<file path="src/rtl/multicycle_cpu.sv">
// ----------------------------------------------------------------------------
// multicycle_cpu
//   Multi-cycle MIPS-style core. Each instruction walks through
//   FETCH -> DECODE -> EXEC -> (MEM) -> (WB). Instruction and data memories
//   are external and use req/ready handshakes.
//   Supported ISA: R-type add/sub/and/or/slt, addi, lw, sw, beq and halt.
//   Any other opcode or funct stops the core with the illegal flag set.
//
// Parameters
//   DATA_W  datapath and register width (>= 16)
//   PC_W    word-address width of both memories; the pc wraps mod 2^PC_W
//   NREGS   number of implemented registers (8, 16 or 32); r0 reads as 0
//
// Ports
//   clk, rst_n                      clock (rising edge), async active-low reset
//   imem_req/imem_addr              fetch request and word address (= pc)
//   imem_ready/imem_rdata           fetch completion and instruction word
//   dmem_req/dmem_we/dmem_addr      data access request, 1 = store
//   dmem_wdata                      store data (rt value)
//   dmem_ready/dmem_rdata           access completion and load data
//   pc                              current program counter
//   halted                          core stopped (halt or illegal instruction)
//   illegal                         sticky, the stop came from an illegal op
//
// Configuration
//   MULTICYCLE_CPU_BNE_EN  when defined, opcode 0x05 is bne (branch if
//                          rs != rt, same timing as beq); otherwise 0x05 is
//                          treated as illegal.
// ----------------------------------------------------------------------------
module multicycle_cpu #(
  parameter int DATA_W = 32,
  parameter int PC_W   = 8,
  parameter int NREGS  = 32
) (
  input  logic              clk,
  input  logic              rst_n,
  output logic              imem_req,
  output logic [PC_W-1:0]   imem_addr,
  input  logic              imem_ready,
  input  logic [31:0]       imem_rdata,
  output logic              dmem_req,
  output logic              dmem_we,
  output logic [PC_W-1:0]   dmem_addr,
  output logic [DATA_W-1:0] dmem_wdata,
  input  logic              dmem_ready,
  input  logic [DATA_W-1:0] dmem_rdata,
  output logic [PC_W-1:0]   pc,
  output logic              halted,
  output logic              illegal
);

  localparam int RIDX_W = (NREGS > 1) ? $clog2(NREGS) : 1;

  localparam logic [5:0] OP_RTYPE = 6'h00;
  localparam logic [5:0] OP_ADDI  = 6'h08;
  localparam logic [5:0] OP_LW    = 6'h23;
  localparam logic [5:0] OP_SW    = 6'h2B;
  localparam logic [5:0] OP_BEQ   = 6'h04;
  localparam logic [5:0] OP_HALT  = 6'h3F;
`ifdef MULTICYCLE_CPU_BNE_EN
  localparam logic [5:0] OP_BNE   = 6'h05;
`endif

  localparam logic [5:0] FN_ADD = 6'h20;
  localparam logic [5:0] FN_SUB = 6'h22;
  localparam logic [5:0] FN_AND = 6'h24;
  localparam logic [5:0] FN_OR  = 6'h25;
  localparam logic [5:0] FN_SLT = 6'h2A;

  typedef enum logic [2:0] {
    S_FETCH,
    S_DECODE,
    S_EXEC,
    S_MEM,
    S_WB,
    S_HALT
  } state_t;

  state_t            state;
  logic [31:0]       ir;
  logic [DATA_W-1:0] reg_a;
  logic [DATA_W-1:0] reg_b;
  logic [DATA_W-1:0] result;
  logic [DATA_W-1:0] regs [NREGS];

  logic [5:0]        op;
  logic [5:0]        funct;
  logic [4:0]        rs;
  logic [4:0]        rt;
  logic [4:0]        rd;
  logic [4:0]        dest;
  logic [DATA_W-1:0] imm_sext;
  logic [DATA_W-1:0] rs_val;
  logic [DATA_W-1:0] rt_val;
  logic [DATA_W-1:0] alu_result;
  logic              op_legal;
  logic              is_mem;
  logic              branch_op;
  logic              branch_taken;
  logic [PC_W-1:0]   pc_seq;
  logic [PC_W-1:0]   pc_branch;

  // Register indices that are r0 or beyond the implemented file are
  // treated as a hard-wired zero: reads return 0 and writes vanish.
  function automatic logic reg_ok(input logic [4:0] idx);
    return (idx != 5'd0) && (int'(idx) < NREGS);
  endfunction

  assign op        = ir[31:26];
  assign rs        = ir[25:21];
  assign rt        = ir[20:16];
  assign rd        = ir[15:11];
  assign funct     = ir[5:0];
  assign imm_sext  = DATA_W'($signed(ir[15:0]));
  assign dest      = (op == OP_RTYPE) ? rd : rt;
  assign rs_val    = reg_ok(rs) ? regs[rs[RIDX_W-1:0]] : '0;
  assign rt_val    = reg_ok(rt) ? regs[rt[RIDX_W-1:0]] : '0;
  assign is_mem    = (op == OP_LW) || (op == OP_SW);
  assign imem_addr = pc;
  assign pc_seq    = pc + PC_W'(1);
  assign pc_branch = pc_seq + imm_sext[PC_W-1:0];

  // The optional bne shares the beq datapath and only flips the compare.
`ifdef MULTICYCLE_CPU_BNE_EN
  assign branch_op    = (op == OP_BEQ) || (op == OP_BNE);
  assign branch_taken = (op == OP_BEQ) ? (reg_a == reg_b) : (reg_a != reg_b);
`else
  assign branch_op    = (op == OP_BEQ);
  assign branch_taken = (reg_a == reg_b);
`endif

  // Opcode/funct legality check used in DECODE. Halt is handled separately
  // there so it does not count as legal here.
  always_comb begin
    op_legal = 1'b0;
    case (op)
      OP_RTYPE: op_legal = (funct == FN_ADD) || (funct == FN_SUB) ||
                           (funct == FN_AND) || (funct == FN_OR)  ||
                           (funct == FN_SLT);
      OP_ADDI, OP_LW, OP_SW, OP_BEQ: op_legal = 1'b1;
`ifdef MULTICYCLE_CPU_BNE_EN
      OP_BNE:   op_legal = 1'b1;
`endif
      default:  op_legal = 1'b0;
    endcase
  end

  // ALU: R-type picks the function by funct; addi/lw/sw all need rs + imm,
  // which doubles as the data memory address for loads and stores.
  always_comb begin
    alu_result = '0;
    if (op == OP_RTYPE) begin
      case (funct)
        FN_ADD:  alu_result = reg_a + reg_b;
        FN_SUB:  alu_result = reg_a - reg_b;
        FN_AND:  alu_result = reg_a & reg_b;
        FN_OR:   alu_result = reg_a | reg_b;
        FN_SLT:  alu_result = ($signed(reg_a) < $signed(reg_b)) ? DATA_W'(1) : '0;
        default: alu_result = '0;
      endcase
    end else begin
      alu_result = reg_a + imm_sext;
    end
  end

  // Main sequencer. All memory-facing outputs are registered and set on the
  // transition into the state that owns them, so req/addr/we/wdata stay
  // stable for as long as the memory holds ready low. The first FETCH after
  // reset spends one cycle raising imem_req, since reset must leave it low.
  always_ff @(posedge clk or negedge rst_n) begin
    if (!rst_n) begin
      state      <= S_FETCH;
      pc         <= '0;
      ir         <= '0;
      reg_a      <= '0;
      reg_b      <= '0;
      result     <= '0;
      imem_req   <= 1'b0;
      dmem_req   <= 1'b0;
      dmem_we    <= 1'b0;
      dmem_addr  <= '0;
      dmem_wdata <= '0;
      halted     <= 1'b0;
      illegal    <= 1'b0;
      for (int i = 0; i < NREGS; i++) begin
        regs[i] <= '0;
      end
    end else begin
      case (state)
        S_FETCH: begin
          if (!imem_req) begin
            imem_req <= 1'b1;
          end else if (imem_ready) begin
            ir       <= imem_rdata;
            imem_req <= 1'b0;
            state    <= S_DECODE;
          end
        end
        S_DECODE: begin
          reg_a <= rs_val;
          reg_b <= rt_val;
          if (op == OP_HALT) begin
            halted <= 1'b1;
            state  <= S_HALT;
          end else if (!op_legal) begin
            halted  <= 1'b1;
            illegal <= 1'b1;
            state   <= S_HALT;
          end else begin
            state <= S_EXEC;
          end
        end
        S_EXEC: begin
          if (branch_op) begin
            pc       <= branch_taken ? pc_branch : pc_seq;
            imem_req <= 1'b1;
            state    <= S_FETCH;
          end else if (is_mem) begin
            dmem_req   <= 1'b1;
            dmem_we    <= (op == OP_SW);
            dmem_addr  <= alu_result[PC_W-1:0];
            dmem_wdata <= reg_b;
            state      <= S_MEM;
          end else begin
            result <= alu_result;
            state  <= S_WB;
          end
        end
        S_MEM: begin
          if (dmem_ready) begin
            dmem_req <= 1'b0;
            dmem_we  <= 1'b0;
            if (dmem_we) begin
              pc       <= pc_seq;
              imem_req <= 1'b1;
              state    <= S_FETCH;
            end else begin
              result <= dmem_rdata;
              state  <= S_WB;
            end
          end
        end
        S_WB: begin
          if (reg_ok(dest)) begin
            regs[dest[RIDX_W-1:0]] <= result;
          end
          pc       <= pc_seq;
          imem_req <= 1'b1;
          state    <= S_FETCH;
        end
        S_HALT: begin
          state <= S_HALT;
        end
        default: begin
          state <= S_HALT;
        end
      endcase
    end
  end

endmodule

</file>
<file path="config.mk">
export PLATFORM = sky130hd
export DESIGN_NAME = multicycle_cpu
export DESIGN_NICKNAME = d
export VERILOG_FILES = /design/src/rtl/multicycle_cpu.sv
export SDC_FILE = /design/constraint.sdc
export NUM_CORES = 2
export LEC_CHECK = 0
export ABC_AREA = 1
export CAP_MARGIN = 30
export CORE_ASPECT_RATIO = 1.25
export CORE_MARGIN = 5
export CORE_UTILIZATION = 40
export DETAILED_ROUTE_END_ITERATION = 16
export PLACE_DENSITY_LB_ADDON = 0.15
export SLEW_MARGIN = 10
export SYNTH_ARGS = -nofsm -noshare
export SYNTH_HDL_FRONTEND = slang
export SYNTH_SLANG_ARGS = --single-unit
</file>
<file path="constraint.sdc">
create_clock -name clk -period 6.5 [get_ports clk]
set_input_delay 1.3 -clock clk [delete_from_list [all_inputs] [get_ports clk]]
set_output_delay 1.3 -clock clk [all_outputs]
set_load 0.01 [all_outputs]
</file>
==> impl_metrics.json <==
{
  "worst_pin_slew_ns": 1.07,
  "fin_worst_skew_ns": 0.0353,
  "initial_core_util_pct": 40.1,
  "synth_area_leaders": "dfrtp_1, nand2_1, o21ai_0",
  "hold_buffers": 0,
  "yosys_warnings": 0,
  "endpoint": "imem_addr[7]",
  "rsz0062_at_grt": "no",
  "synth_async_sr_flop_share_pct": 100,
  "synth_mux_area_share_pct": 0.0142,
  "startpoint": "reg_a[24]",
  "hold_viol_final": 0,
  "die_x_um": 385,
  "tns_ns": 0,
  "postRouteAntennaNets": 0,
  "synthAdderAreaFrac_pct": 2.67,
  "synthCells": 9842,
  "clock_sinks": 1208,
  "ctsResizeCount": 0,
  "status": "finished clean",
  "die_h_um": 479,
  "period_share_pct": 62.4,
  "worstPathArrival_ns": 4.74,
  "h-tree-depth": 4,
  "syn_area_sq_um": 70500,
  "die_area_sq_um": 185000,
  "synth_compound_area_share_pct": 25.1,
  "instances_no_fill": 11900,
  "synth_top_area_cell": "dfrtp_1",
  "netlist_top_cells_count": "nand2_1, o21ai_0, dfrtp_1",
  "multi_input_area_sq_um": 34400,
  "r2r-end": "imem_addr[7]",
  "ys_seq_area_share_pct": 42.9,
  "synth_top_family_by_area": "compound AO/OA/AOI/OAI gates",
  "cp-end-kind": "register",
  "synthXorXnorAreaFrac_pct": 0.186,
  "hold_path.class": "register to register",
  "seq_area_sq_um": 30300,
  "firstDrtPassIters": 9,
  "dpl-instance-area_sq_um": 73700,
  "worst_r2r_path_depth": 13,
  "vdd_drop_max_mv": 0.342,
  "p_per_area_nw_per_um2": 541,
  "via_count": 69300,
  "path_class": "register to register",
  "period_needed_ns": 4.05,
  "grtUsageTotal_pct": 31.4,
  "max-cap-violations": 0,
  "clk_latency_ns": 0.82,
  "finalWirelength_um": 297000,
  "critical_path_required_ns": 7.18,
  "slew_headroom_pct": 28.5,
  "drt-initial-drc-count": 7792,
  "slew_violations": 0,
  "power.total_mw": 42.6,
  "setup_slack_ns": 2.45,
  "ctsRootBufferMaster": "clkbuf_16",
  "wl_per_cell_um": 24.9,
  "io_buffer_count": 128,
  "synth_edf_count": 0,
  "gr-total-overflow": 0,
  "grt_first_pass_wirelength_um": 436000,
  "reg2reg_from": "reg_a[24]",
  "pin_count": 129,
  "worstPathMaxFanout": 12,
  "antenna_found_initial": 13,
  "ys.flop_type": "dfrtp_1",
  "place_ws_ns": 2.45,
  "post-cts-setup-buffers": 0,
  "grt_max_degree": 202,
  "netlist-cell-type-count": 49,
  "postSynthAreaPerCell_sq_um": 7.16,
  "yosys.area.top_type_share_pct": 42.9,
  "gp_congestion": 0.980,
  "placementRows": 172,
  "final.fill_count": 17900,
  "viasPerCell": 5.81,
  "setup_viol": 0,
  "post-route-drc-count": 0,
  "fmax_mhz": 247,
  "cts_buffers": 136,
  "crit_path_start_kind": "register",
  "hpwlAfterDp_um": 184000,
  "clk_pin_slew_ns": 0.06,
  "ff2ff_setup_slack_ns": 2.45,
  "core-area_sq_um": 176000,
  "clk_path_buf_depth": 3,
  "placed_cells": 11600,
  "tritoncts": "done",
  "synth.most_common_cell": "nand2_1",
  "areaGrowthSynthToFinish_pct": 11.6,
  "p_leak_nw": 34.8,
  "nets": 9663,
  "final_layout_size_suffix_gt1_share_pct": 4.84,
  "first_global_vias": 65200,
  "ys_ff_latch": 1208,
  "syn_nets": 10100,
  "yosys.area_share.simple_pct": 20.5,
  "design_area_sq_um": 78700
}
[registers in the layout, indices dropped and copies added (netlist names), 3 cells and up]
| register | flops |
|---|---|
| reg_a | 32 |
| regs | 1024 |
| ir | 32 |
| result | 32 |
| imem_addr | 8 |
| reg_b | 32 |
| state | 3 |
| dmem_addr | 8 |
| dmem_wdata | 32 |
[cell usage in the layout, fill, tap and decap left out, types with 13 or more instances in the layout]
master              n
nand2_1          2567
o21ai_0          1774
dfrtp_1          1198
inv_1             752
o21ai_1           559
nor2_1            536
a21oi_1           487
nand3_1           312
o211ai_1          166
ha_1              144
clkbuf_16         139
clkdlybuf4s50_1   127
a221oi_1          108
buf_4              86
o22ai_1            81
nand4_1            80
buf_16             42
clkbuf_8           34
a32o_1             32
clkbuf_1           32
nand2_4            31
a22o_1             30
nor3_1             27
buf_12             24
clkinv_2           21
nand3b_1           16
inv_2              13
[per-layer routing]
| layer | up-vias | wire length (um) | GRT usage (%) |
|---|---|---|---|
| li1 | 32000 | - | - |
| met1 | 33300 | 120000 | 40.7 |
| met2 | 3184 | 135000 | 50.0 |
| met3 | 769 | 23800 | 5.56 |
| met4 | 4 | 18100 | 16.9 |
| met5 | - | 25 | 0 |
[per-stage QoR]
step	hold WS [ns]	utilization [%]
4_1_cts	0.379	44.6
3_5_place_dp	0.366	41.9
3_3_place_gp	0.366	41.4
6_report	0.375	44.8
5_1_grt	0.389	44.8
2_1_floorplan	0.429	-
[kinds of logic after synthesis]
| group | after synthesis |
|---|---|
| and+or+nand+nor | 3609 |
| AOI/OAI and AO/OA | 3277 |
| buffers and inverters | 1584 |
| DFF | 1208 |
| adders and majority gates | 148 |
| xor gates and xnor gates | 15 |
| muxes | 1 |
[report_power, final]
group	switching, mW	leakage [nW]	internal [mW]	total [mW]
sequential	2.20	16.4	9.88	12.1
combinational	16.0	16.1	6.50	22.5
clock	3.40	2.26	4.63	8.03
[critical path, stage by stage (launching register included)]
cell	delay, ns
dfrtp_1	0.59
inv_1	0.27
ha_1	0.49
nor2_1	0.21
nand3_1	0.19
nor2_1	0.24
nand2_1	0.30
nor3_1	0.62
nand2_1	0.37
nor2_1	0.18
inv_1	0.06
or2_2	0.26
nand3_1	0.06
o21ai_0	0.09
[how the worst min path moves through the flow]
stage	start	end	slack (ns)	cells after the start
final	regs[998]	regs[998]	0.38	0
after global routing	regs[997]	regs[997]	0.39	0
after CTS	regs[998]	regs[998]	0.38	0
after detailed placement	regs[996]	regs[996]	0.37	0
after global placement	regs[996]	regs[996]	0.37	0
after floorplan	regs[1000]	regs[1000]	0.43	1
[final cells by class]
cell class / count / share of cell area [%]
multi-input combinational: 7050 / 43.7
sequential: 1208 / 38.5
clock buffer: 205 / 5.17
timing repair buffer: 281 / 4.54
tap: 2349 / 3.74
inverter: 770 / 3.70
clock inverter: 41 / 0.662
antenna: 12 / 0.0382
Power figures use the tool's default switching activity.
